File: src/rtl/mseq_gen.sv
// Chip-rate m-sequence generator: Fibonacci LFSR stepped every DIV clocks,
// with frame counting, byte assembly of the chip stream and phase reload.
module mseq_gen #(
  parameter int              WIDTH     = 4,
  parameter logic [WIDTH-1:0] TAPS     = 4'b1100,
  parameter logic [WIDTH-1:0] SEED     = 4'b0101,
  parameter int              DIV       = 4,
  parameter int              FRAME_LEN = 32
) (
  input  logic             CLK_50MHZ,
  input  logic             rst_n,
  input  logic             en,
  input  logic             load,
  input  logic [WIDTH-1:0] seed_in,
  output logic             out_fun,
  output logic             sclk,
  output logic [7:0]       data,
  output logic             data_valid,
  output logic             frame_sync,
  output logic [15:0]      chip_cnt
);

  localparam logic [7:0]  DIV_LAST  = 8'(DIV - 1);
  localparam logic [15:0] CHIP_LAST = 16'(FRAME_LEN - 1);

  logic [WIDTH-1:0] lfsr;
  logic [WIDTH-1:0] phase_reg;
  logic [WIDTH-1:0] load_val;
  logic [7:0]       div_cnt;
  logic [7:0]       shreg;
  logic [7:0]       shreg_next;
  logic [2:0]       bit_cnt;
  logic             fb;
  logic             tick;

  assign fb         = ^(lfsr & TAPS);
  assign tick       = sclk & en;
  assign load_val   = (seed_in == '0) ? SEED : seed_in;
  assign shreg_next = {shreg[6:0], lfsr[WIDTH-1]};
  assign out_fun    = lfsr[WIDTH-1];

  // Load beats any tick in the same cycle; the all-zero guard is applied last
  // so a stuck register is recovered no matter which branch ran.
  always_ff @(posedge CLK_50MHZ) begin
    if (!rst_n) begin
      lfsr       <= SEED;
      phase_reg  <= SEED;
      div_cnt    <= '0;
      chip_cnt   <= '0;
      bit_cnt    <= '0;
      shreg      <= '0;
      data       <= '0;
      sclk       <= 1'b0;
      data_valid <= 1'b0;
      frame_sync <= 1'b0;
    end else begin
      sclk       <= 1'b0;
      data_valid <= 1'b0;
      frame_sync <= 1'b0;
      if (load) begin
        phase_reg <= load_val;
        lfsr      <= load_val;
        chip_cnt  <= '0;
        div_cnt   <= '0;
        bit_cnt   <= '0;
        shreg     <= '0;
      end else begin
        if (en) begin
          if (div_cnt == DIV_LAST) begin
            div_cnt <= '0;
            sclk    <= 1'b1;
          end else begin
            div_cnt <= div_cnt + 8'd1;
          end
        end
        if (tick) begin
          if (chip_cnt == CHIP_LAST) begin
            lfsr       <= phase_reg;
            chip_cnt   <= '0;
            frame_sync <= 1'b1;
          end else begin
            lfsr     <= {lfsr[WIDTH-2:0], fb};
            chip_cnt <= chip_cnt + 16'd1;
          end
          shreg   <= shreg_next;
          bit_cnt <= bit_cnt + 3'd1;
          if (bit_cnt == 3'd7) begin
            data       <= shreg_next;
            data_valid <= 1'b1;
          end
        end
        if (lfsr == '0) begin
          lfsr <= phase_reg;
        end
      end
    end
  end

endmodule

File: config.mk
export PLATFORM = sky130hd
export DESIGN_NAME = mseq_gen
export DESIGN_NICKNAME = d
export VERILOG_FILES = /design/src/rtl/mseq_gen.sv
export SDC_FILE = /design/constraint.sdc
export NUM_CORES = 1
export LEC_CHECK = 0
export CAP_MARGIN = 20
export CORE_ASPECT_RATIO = 1.5
export CORE_UTILIZATION = 35
export CTS_BUF_LIST = sky130_fd_sc_hd__clkbuf_16
export DETAILED_ROUTE_END_ITERATION = 16
export PLACE_DENSITY_LB_ADDON = 0.15
export SYNTH_ARGS = -nofsm -noshare
export SYNTH_HDL_FRONTEND = slang
export SYNTH_SLANG_ARGS = --single-unit
File: constraint.sdc
create_clock -name CLK_50MHZ -period 1.85 [get_ports CLK_50MHZ]
set_input_delay 0.4625 -clock CLK_50MHZ [delete_from_list [all_inputs] [get_ports CLK_50MHZ]]
set_output_delay 0.4625 -clock CLK_50MHZ [all_outputs]
set_load 0.02 [all_outputs]
==> out/metrics.yaml <==
p_leak_nw: 1.27
r2r_start: "chip_cnt[0]"
dpl.hpwl_um: 3700
required_ns: 1.39
critPathTopFamily: "buffers and inverters"
cp_cell_sequence: "clkdlybuf4s50_1"
yosys_warnings: 0
reg2reg_depth: 5
numClockSinks: 53
fin_ws_ns: 0.0507
placed_cells: 400
portBuffers: 35
ys.flop_type: "dfxtp_1"
min_path_cells: 2
routed_wl_um: 5020
critPathSlowestCell: "clkdlybuf4s50_1"
final_util_pct: 49.6
fin_cells: 409
die_h_um: 102
clk_pin_slew_ns: 0.07
critPathCaptureType: "output port"
p_per_area_nw_per_um2: 745
core_um2: 6440
grt_max_degree: 19
die_w_um: 68.5
antenna_found_initial: 0
dp_slack_ns: -0.272
fin_crit_ns: 1.80
largest_register_ffs: 16
die-area_um2: 6970
drc_errors: 0
syn_inst: 267
nets: 345
hold_path.class: "reg -> reg"
top_regs: "chip_cnt x16, data x8, div_cnt x8"
worstSkewPairLatency_ns: 0.29
layout_commonest_cell: "dfxtp_1"
place.gp.congestion: 0.809
slew_viol_final: 0
area_delta_synth_final_pct: 37.5
r2r-end: "lfsr[2]"
cts_tree: "done"
syn-num-nets: 280
slew_headroom_pct: 70.3
post-route-cell-area_um2: 3190
status: "complete, no violations"
dpl-instance-area_um2: 2970
routedWlPerCell_um: 12.3
clock-root-buffer: "clkbuf_16"
grt_pass1_wl_um: 8560
whs_endpoint: "data[7]"
gr-total-overflow: 0
design.portCount: 36
rsz0062_at_grt: "no"
vias: 1993
synth_seq_cells: 53
reg2reg_slack_ns: 0.17
start_kind: "flip-flop"
period_share_pct: 97.3
ctsHoldBuffers: 0
avgViaCountPerCell: 4.87
max_freq_ghz: 0.556
final_cell_mix: "dfxtp_1 (53), nand2_1 (47), buf_4 (33)"
start_util_pct: 36.0
synth.distinct_cells: 45
min_from: "data[7]"
ys_seq_area_share_pct: 45.7
grtUsageTotal_pct: 16.1
fin_skew_ns: 0.00582
cts_buffer_depth: 2
synthesis.area_um2: 2320
cp.buffers_inverters: 1
final_layout_size_suffix_gt1_share_pct: 16.5
worstMarginPinSlew_ns: 0.443
firstDrtPassIters: 4
critical_path_class: "reg -> out"
drv_cap: 0
whs_ns: 0.461
hold_violations: 0
finalSetupViolCount: 0
peakVddDrop_uv: 381
h-tree-depth: 2
arrival_ns: 1.34
max_stage_delay_ns: 0.64
crit_fanout: 5
rows: 36
synth.avg_cell_area_um2: 8.69
synthArstFlopShare_pct: 0
cts_buffers: 5
synth_edf_count: 0
registers.top_by_ff_count: "chip_cnt"
ant_nets: 0
grt_pass1_vias: 1881
drtIter0Drc: 100
antenna_cells: 0
per-stage QoR:
stage / power (mW) / setup TNS [ns]
global route: 2.47 / 0
global placement: 1.32 / -5.13
finish: 2.38 / 0
floorplan: 1.26 / 0
detailed placement: 1.32 / -5.65
CTS: 2.41 / 0
timing repair:
action,in CTS,in global routing
buffers inserted,0,1
endpoints found under the setup margin,2,25
cloned,0,0
resized for setup,2,12
synthesized netlist by cell type, types with 2 or more instances:
library cell	number	area, um^2
a21boi_0	10	75.1
a21oi_1	15	75.1
and2_1	2	12.5
and4_1	2	17.5
clkbuf_1	8	30.0
dfxtp_1	53	1060
ha_1	5	62.6
inv_1	6	22.5
nand2_1	47	176
nand2b_1	5	31.3
nand3_1	6	30.0
nand4_1	8	50.1
nor2_1	29	109
nor3_1	9	45.0
nor3b_1	2	15.0
nor4_1	7	43.8
o21ai_0	3	15.0
or3_1	4	25.0
xnor2_1	16	140
xor2_1	5	43.8
worst max-delay path by stage:
stage / endpoint / slack [ns] / startpoint / cells past startpoint
2_1_floorplan: lfsr[3] / 0.11 / en / 6
3_3_place_gp: chip_cnt[14] / -0.24 / en / 6
3_5_place_dp: chip_cnt[12] / -0.27 / en / 6
4_1_cts: chip_cnt[7] / 0.006 / chip_cnt[0] / 5
5_1_grt: chip_cnt[9] / 0.004 / chip_cnt[9] / 1
6_report: chip_cnt[9] / 0.05 / chip_cnt[9] / 1
tightest hold or removal path, cell delays in order, from the launching register on:
cell	delay [ns]
dfxtp_1	0.31
nand2_1	0.04
a21boi_0	0.06
kinds of logic (layout without fill, tap and decap cells):
group	after synthesis	in the layout	synth area share, %
flip-flops	53	53	45.7
adder cells (fa/ha/maj)	5	5	2.70
AND/OR/NAND/NOR	130	130	27.5
XOR/XNOR	21	21	7.92
AO/OA/AOI/OAI	40	40	12.0
multiplexers	1	1	0.431
buffers and inverters	17	83	3.67
per-layer routing:
metal	share of wire, %	GRT usage (%)	vias to the layer above
li1	-	-	1047
met1	47	19.9	907
met2	49	27.1	34
met3	3.4	3.04	5
met4	1.5	5.93	0
met5	0	0	-
final cells by class:
cell class	instances	area, um^2
fill	643	3250
inverter	6	22.5
sequential	53	1060
timing repair buffer	69	638
clock inverter	3	50.0
tap	76	95.1
clock buffer	5	125
multi-input combinational	197	1200
power breakdown:
part,internal (mW),switching (mW)
combinational,0.0663,0.0642
sequential,1.15,0.00912
clock,0.650,0.432
(Power assumes the default switching activity.)
